--- src/rtl/icache_pkg.sv ---
// icache_pkg: shared types and constants for the instruction cache.
//   XLEN          - fetch/memory address width
//   ICACHE_LINES  - number of direct-mapped lines (8-byte blocks)
//   BUS_COMMAND   - memory bus command encoding (BUS_NONE / BUS_LOAD)
//   ICACHE_ENTRY  - one line of the tag/data array
//   ICACHE_STATE  - miss-handling FSM states
package icache_pkg;

    localparam int XLEN          = 32;
    localparam int ICACHE_LINES  = 32;
    localparam int ICACHE_IDX_W  = 5;
    localparam int ICACHE_TAG_W  = XLEN - 8;
    localparam int MEM_TAG_W     = 4;

    typedef enum logic [1:0] {
        BUS_NONE  = 2'h0,
        BUS_LOAD  = 2'h1,
        BUS_STORE = 2'h2
    } BUS_COMMAND;

    typedef struct packed {
        logic [63:0]             data;
        logic [ICACHE_TAG_W-1:0] tag;
        logic                    valid;
    } ICACHE_ENTRY;

    typedef enum logic [1:0] {
        IDLE = 2'h0,
        REQ  = 2'h1,
        WAIT = 2'h2
    } ICACHE_STATE;

endpackage

--- src/rtl/icache.sv ---
// icache: direct-mapped instruction cache, 32 lines x 8-byte blocks, with a
// single outstanding miss to memory.
//   clock, reset             - system clock; synchronous active-high reset
//   proc2Icache_addr         - fetch address (always a live request)
//   Icache2proc_data(_valid) - block containing the fetch address on a hit
//   proc2mem_command/addr    - BUS_LOAD of the block-aligned miss address
//   mem2proc_response        - tag granted by memory (0 = rejected, retry)
//   mem2proc_data/tag        - returned block and its tag (tag 0 = idle)
module icache
    import icache_pkg::*;
(
    input  logic            clock,
    input  logic            reset,
    input  logic [XLEN-1:0] proc2Icache_addr,
    output logic [63:0]     Icache2proc_data,
    output logic            Icache2proc_data_valid,
    output logic [1:0]      proc2mem_command,
    output logic [XLEN-1:0] proc2mem_addr,
    input  logic [3:0]      mem2proc_response,
    input  logic [63:0]     mem2proc_data,
    input  logic [3:0]      mem2proc_tag
);

    ICACHE_ENTRY              lines_q [ICACHE_LINES];
    ICACHE_STATE              state_q, state_d;
    logic [XLEN-1:3]          miss_blk_q, miss_blk_d;
    logic [MEM_TAG_W-1:0]     mem_tag_q, mem_tag_d;

    logic [ICACHE_IDX_W-1:0]  req_idx;
    logic [ICACHE_TAG_W-1:0]  req_tag;
    logic [XLEN-1:3]          req_blk;
    logic [ICACHE_IDX_W-1:0]  fill_idx;
    ICACHE_ENTRY              rd_line;
    logic                     hit;
    logic                     fill;
    logic                     unused_offset;

    assign req_idx  = proc2Icache_addr[7:3];
    assign req_tag  = proc2Icache_addr[XLEN-1:8];
    assign req_blk  = proc2Icache_addr[XLEN-1:3];
    assign fill_idx = miss_blk_q[7:3];
    // Byte offset inside the block does not affect lookup.
    assign unused_offset = ^proc2Icache_addr[2:0];

    assign rd_line = lines_q[req_idx];
    assign hit     = rd_line.valid && (rd_line.tag == req_tag);

    assign Icache2proc_data_valid = hit;
    assign Icache2proc_data       = hit ? rd_line.data : '0;

    always_comb begin
        state_d          = state_q;
        miss_blk_d       = miss_blk_q;
        mem_tag_d        = mem_tag_q;
        fill             = 1'b0;
        proc2mem_command = BUS_NONE;
        proc2mem_addr    = '0;

        case (state_q)
            IDLE: begin
                if (!hit) begin
                    state_d    = REQ;
                    miss_blk_d = req_blk;
                end
            end

            REQ: begin
                proc2mem_command = BUS_LOAD;
                proc2mem_addr    = {miss_blk_q, 3'b000};
                // An accepted request belongs to the address issued this
                // cycle; a fetch redirect only matters while still retrying.
                if (mem2proc_response != '0) begin
                    state_d   = WAIT;
                    mem_tag_d = mem2proc_response;
                end else if (req_blk != miss_blk_q) begin
                    if (hit) begin
                        state_d = IDLE;
                    end else begin
                        miss_blk_d = req_blk;
                    end
                end
            end

            WAIT: begin
                // Fill goes to the latched miss block regardless of where
                // fetch has moved since.
                if ((mem_tag_q != '0) && (mem2proc_tag == mem_tag_q)) begin
                    fill    = 1'b1;
                    state_d = IDLE;
                end
            end

            default: begin
                state_d = IDLE;
            end
        endcase
    end

    always_ff @(posedge clock) begin
        if (reset) begin
            state_q    <= IDLE;
            miss_blk_q <= '0;
            mem_tag_q  <= '0;
            for (int unsigned i = 0; i < ICACHE_LINES; i++) begin
                lines_q[i].valid <= 1'b0;
            end
        end else begin
            state_q    <= state_d;
            miss_blk_q <= miss_blk_d;
            mem_tag_q  <= mem_tag_d;
            if (fill) begin
                lines_q[fill_idx].data  <= mem2proc_data;
                lines_q[fill_idx].tag   <= miss_blk_q[XLEN-1:8];
                lines_q[fill_idx].valid <= 1'b1;
            end
        end
    end

endmodule

--- config.mk ---
export PLATFORM = sky130hd
export DESIGN_NAME = icache
export DESIGN_NICKNAME = d
export VERILOG_FILES = /design/src/rtl/icache_pkg.sv /design/src/rtl/icache.sv
export SDC_FILE = /design/constraint.sdc
export NUM_CORES = 2
export LEC_CHECK = 0
export ABC_AREA = 0
export CAP_MARGIN = 40
export CORE_ASPECT_RATIO = 2
export CORE_UTILIZATION = 40
export CTS_CLUSTER_SIZE = 10
export DETAILED_ROUTE_END_ITERATION = 8
export GPL_TIMING_DRIVEN = 0
export PLACE_DENSITY_LB_ADDON = 0.15
export SLEW_MARGIN = 20
export SYNTH_ARGS = -nofsm -noshare
export SYNTH_HDL_FRONTEND = slang
export SYNTH_SLANG_ARGS = --single-unit
--- constraint.sdc ---
create_clock -name clock -period 11.4 [get_ports clock]
set_input_delay 2.28 -clock clock [delete_from_list [all_inputs] [get_ports clock]]
set_output_delay 2.28 -clock clock [all_outputs]
set_load 0.03 [all_outputs]
# Yosys cells after proc, flatten, opt, wreduce, memory -nomap -nowiden
# Memories as Yosys holds them, arrays and structs flattened.
# Cells that the tools add are included.
dict set report word_totals {
  register_bits 35
  romBits 0
  in_bits 106
  word_cells 48
  mem_bits_rw 2848
  latch_bits 0
  memories 1
}
dict set report op_classes {
  mul 0
  eq_ne 11
  shift 0
  bitwise_logic 0
  magnitude_cmp 0
  reduce_logical 10
  muxes 23
  add_sub_neg 0
  div_mod_pow 0
}
# memory words word_bits read_ports rd_clocked_by_memory_dff write_ports line
set mem_list {}
lappend mem_list {lines_q 32 89 1 0 32 icache.sv:24} ;# ICACHE_ENTRY lines_q [ICACHE_LINES];
# cell n
set op_table {}
lappend op_table {{2-to-1 mux 89 bit} 1}
lappend op_table {{OR reduction 89 bit} 1}
lappend op_table {{2-to-1 mux 29 bit} 3}
lappend op_table {{2-to-1 mux 64 bit} 1}
lappend op_table {{case mux 29 bit (2 select lines)} 1}
lappend op_table {{2-to-1 mux 32 bit} 1}
lappend op_table {{!= test 29 bit} 1}
lappend op_table {{== test 24 bit} 1}
lappend op_table {{2-to-1 mux 2 bit} 6}
lappend op_table {{2-to-1 mux 1 bit} 8}
lappend op_table {{!= test 2 bit, second input constant} 4}
lappend op_table {{nonzero test 4 bit} 2}
lappend op_table {{!= test 3 bit, second input constant} 2}
lappend op_table {{case mux 2 bit (3 select lines)} 1}
lappend op_table {{2-to-1 mux 5 bit} 1}
lappend op_table {{== test 4 bit} 1}
lappend op_table {{AND reduction 4 bit} 1}
lappend op_table {{AND reduction 3 bit} 1}
lappend op_table {{== test 2 x 1 -> 1 bit, second input constant} 1}
lappend op_table {{== test 2 bit, second input constant} 1}
lappend op_table {{logical AND 1 bit} 2}
lappend op_table {{logical NOT 2 bit} 1}
lappend op_table {{AND reduction 2 bit} 1}
lappend op_table {{nonzero test 2 bit} 1}

# Logic depth before layout (Yosys ltp)
dict set report logic_depth {
  depth_word 9
  mapped_depth 17
}

# Worst setup path after synthesis
# OpenSTA, ideal clock, no wires.
dict set report synth_timing {
  kind {input to register}
  startpoint {input mem2proc_tag[1]}
  endpoint {memory lines_q[9][10] in the netlist's numbering (enable)}
  stages 5
  path_slack_ps 684
  arrival_ps 10053
  t_required_ps 10737
  cell_sequence {xor2_1 or4_1 nor4b_1 nand3_1 nor3b_1}
}
# item line
set synth_lines {}
lappend synth_lines {{from (decl)} icache.sv:21} ;# input logic [3:0] mem2proc_tag
lappend synth_lines {{to (decl)} icache.sv:24}

# Final worst setup path
dict set report layout_timing {
  startpoint {input proc2Icache_addr[5]}
  endpoint {output Icache2proc_data[12]}
}
dict set report layout_between {
  elab_chain_len 4
}
# item line
set layout_rtl {}
lappend layout_rtl {{from (decl)} icache.sv:14} ;# input logic [XLEN-1:0] proc2Icache_addr,
lappend layout_rtl {{memory (32 x 89 bit) (*)} -}
lappend layout_rtl {{== test 24 bit} icache.sv:46} ;# assign hit = rd_line.valid && (rd_line.tag == req_tag);
lappend layout_rtl {{logical AND 1 bit} icache.sv:46}
lappend layout_rtl {{2-to-1 mux 64 bit (*)} icache.sv:49} ;# assign Icache2proc_data = hit ? rd_line.data : '0;
lappend layout_rtl {{to (decl)} icache.sv:15} ;# output logic [63:0] Icache2proc_data,
# Mark *: on every way between the ends. The rest lies on a longest branch, timed or not.

==> impl_metrics.py <==
metrics = {
    "outcome": {
        "status": "complete, but fails checks",
        "failed_checks": "setup timing",
    },
    "power_and_ir_drop": {
        "p_int_w": 0.01749,
        "vdd_ir_drop_max_v": 0.0001155,
        "clockPowerShare": 0.415,
        "switchingPower_w": 0.004903,
        "seqPwrFrac": 0.528,
        "p_total_w": 0.02239,
        "p_comb_frac": 0.057,
        "power_density_mw_per_mm2": 166.8,
        "swShare": 0.2189,
        "p_leak_nw": 42.78,
    },
    "synth": {
        "synth.largest_area_cell": "edfxtp_1",
        "ys_ff_latch": 2883,
        "yosysTopAreaCellShare": 0.7596,
        "synth_top_family_by_area": "multiplexers",
        "synth.avg_cell_area_um2": 22.63,
        "yosysUniqueCellTypes": 69,
        "async_reset_ff_frac": 0,
        "synthSimpleGateAreaFrac": 0.02195,
        "synth.top_cells.by_count": "2,816 x edfxtp_1, 800 x mux4_2, 226 x nand2_1, 143 x clkbuf_1, 88 x mux2i_1",
        "syn_area_mm2": 0.1113,
        "synth_compound_area_frac": 0.01816,
        "yosysWarnings": 0,
        "synth.area.mux_share": 0.1712,
        "ys_seq_area_frac": 0.7717,
        "synth_adder_area_share": 0,
        "ys.flop_type": "edfxtp_1",
        "synthXorXnorAreaFrac": 0.005114,
        "yosysMostFrequentCell": "edfxtp_1",
        "yosys-top-cells-area": "edfxtp_1 76%, mux4_2 16%, dfxtp_1 1.2%",
        "synthCells": 4920,
        "synth_edf_count": 2816,
    },
    "setup_path": {
        "r2r_cells": 13,
        "slowest_delay_ns": 0.89,
        "cpMaxStageDelayCell": "or4b_1",
        "critical_path_buf_inv_count": 7,
        "critical_path.top_delay_family": "buffers and inverters",
        "arrival_ns": 9.22,
        "startpoint_type": "input port",
        "required_ns": 9.12,
        "path_class": "input port to output port",
        "endpoint_kind": "output port",
        "r2r-end": "lines_q[7][86]$_DFFE_PP_",
        "cp_max_fo": 10,
        "r2r_slack_ns": 6.91,
        "r2r_start": "mem_tag_q[2]$_SDFFE_PP0P_",
        "crit_top_cell": "buf_2",
        "worstPathCellList": "clkdlybuf4s50_1 > buf_2 > buf_2 > buf_2 > buf_4 > mux4_2 > a22oi_1 > o22ai_1 > nor3_2 > xnor2_1 > nor4b_1 > nand4_1 > or4b_1 > clkbuf_1 > a21oi_1 > clkdlybuf4s50_1",
    },
    "floorplan": {
        "rows": 273,
        "placeableCoreArea_mm2": 0.2767,
        "boundaryPins": 205,
        "die_height_um": 748.1,
        "design.die.area_mm2": 0.2805,
        "initial_utilization": 0.4024,
        "die_width_um": 375.0,
    },
    "layout": {
        "fin_nets": 5985,
        "syn2layout_area_growth_pct": 20.62,
        "drive_above_1_share": 0.3136,
    },
    "clock_network": {
        "post-cts-setup-buffer-count": 0,
        "cts.clk_slew.worst_paths_ns": 0.06,
        "clk_latency_ns": 0.90,
        "numCtsBuffers": 331,
        "cts_sinks": 2883,
        "ctsResizeCount": 4,
        "cts_tree": "built",
        "cts_root_buf": "clkbuf_16",
        "h-tree-depth": 5,
        "cts_buffer_depth": 4,
        "cts.hold.buffers_added": 0,
    },
    "global_route": {
        "grt_pass1_vias": 59580,
        "grt_start_max_net_pins": 36,
        "grt_usage": 0.2550,
        "antenna_found_initial": 25,
        "grt_pass1_wl_um": 489300,
        "gr-total-overflow": 0,
    },
    "worst_hold_path": {
        "min_to": "lines_q[27][0]$_SDFFE_PP1P_",
        "whs_path_depth": 1,
        "holdCritStartpoint": "lines_q[27][0]$_SDFFE_PP1P_",
        "hold_class": "register to register",
    },
    "placement": {
        "pre_cts_ws_ns": -0.4292,
        "portBuffers": 190,
        "place_congestion": 0.9278,
        "dp_hpwl_um": 254200,
    },
    "routing": {
        "routedWlPerCell_um": 37.62,
        "drt_wl_total_um": 357900,
        "route.antenna.remaining_nets": 0,
        "vias_per_cell": 5.999,
        "drtIter0Drc": 5697,
        "first_pass_iters": 7,
        "vias": 57070,
        "drc_errors": 0,
    },
    "timing": {
        "fmax_mhz": 86.99,
        "finalHoldViolations": 0,
        "setup_ws_ns": -0.09548,
        "tightest_slew_ns": 0.9816,
        "slew_headroom": 0.3456,
        "fin_skew_ns": 0.06422,
        "min_period_over_period": 1.008,
        "rsz0062_at_grt": "yes",
        "setup_viol": 5,
        "hold_ws_ns": 0.4517,
        "finalCriticalPeriod_ns": 11.50,
        "drv_slew": 0,
    },
    "flow_run": {
        "max_cap_viol_count": 0,
    },
}
==> power by group through the flow <==
stage               registers (W)  logic, W  clock network (W)
floorplan                  0.0120  0.000630                  0
global placement           0.0121   0.00115                  0
detailed placement         0.0120   0.00127                  0
CTS                        0.0118   0.00128            0.00944
global route               0.0118   0.00133            0.00975
finish                     0.0118   0.00128            0.00929
==> area by class of cell <==
cell class,instances,area (um^2)
buffer,290,1380
timing repair buffer,623,9333
clock buffer,366,8584
tap,3575,4473
multi-input combinational,1741,24380
clock inverter,13,131.4
fill,22320,142400
antenna,14,35.03
sequential,2883,85920
inverter,9,33.78
==> layer usage <==
metal,track usage,share of wire,vias to the layer above
li1,-,-,22610
met2,0.4590,0.53,2464
met3,0.03841,0.061,750
met4,0.1319,0.062,16
met5,0,0.00030,-
met1,0.2925,0.35,31240
==> registers in the layout, summed over array words and instances (netlist names) <==
register and count:
lines_q 2848, mem_tag_q 4, miss_blk_q 29, state_q 2
==> how the worst max path moves through the flow <==
stage	end	from	slack, ns	cells after the start
2_1_floorplan	lines_q[9][10]$_DFFE_PP_	mem2proc_tag[1]	0.68	5
5_1_grt	Icache2proc_data[9]	proc2Icache_addr[5]	-0.08	16
6_report	Icache2proc_data[12]	proc2Icache_addr[5]	-0.1	16
4_1_cts	Icache2proc_data[12]	proc2Icache_addr[5]	0.007	15
3_5_place_dp	Icache2proc_data[13]	proc2Icache_addr[5]	-0.43	16
3_3_place_gp	lines_q[9][32]$_DFFE_PP_	mem2proc_tag[3]	-13.61	7
==> through the flow <==
| step | std cells | utilization | instance area (um^2) | setup TNS [ns] |
|---|---|---|---|---|
| 2_1_floorplan | 4923 | - | 111300 | 0 |
| 3_3_place_gp | 8688 | 0.4254 | 117700 | - |
| 3_5_place_dp | 9104 | 0.4527 | 125300 | -11.57 |
| 4_1_cts | 9483 | 0.4843 | 134000 | 0 |
| 5_1_grt | 9503 | 0.4852 | 134200 | -0.2014 |
| 6_report | 9514 | 0.4853 | 134300 | -0.2479 |
==> worst register-to-register path, delay by kind of cell (launching register included) <==
kind / cells / cell delay (ns)
buffers and inverters: 6 / 1.28
flip-flops: 1 / 0.38
AND/OR/NAND/NOR: 6 / 2.43
AO/OA/AOI/OAI: 1 / 0.06
==> logic make-up after synthesis <==
logic type / after synthesis
AO/OA/AOI/OAI: 263
XOR/XNOR: 65
buffers and inverters: 299
flip-flops: 2883
multiplexers: 902
other: 1
AND/OR/NAND/NOR: 507
==> layout by cell type (no fill, tap or decap), types with 42 or more instances in the layout <==
cell	netlist	routed
a21oi_2	49	50
buf_1	74	42
buf_12	0	105
buf_16	0	100
buf_2	48	81
buf_4	12	82
buf_6	13	98
buf_8	0	74
clkbuf_1	143	133
clkbuf_16	0	339
clkdlybuf4s50_1	0	188
dfxtp_1	67	50
edfxtp_1	2816	2816
mux2i_1	88	88
mux4_2	800	800
nand2_1	226	226
No activity file was read; power rests on OpenSTA's default activity.
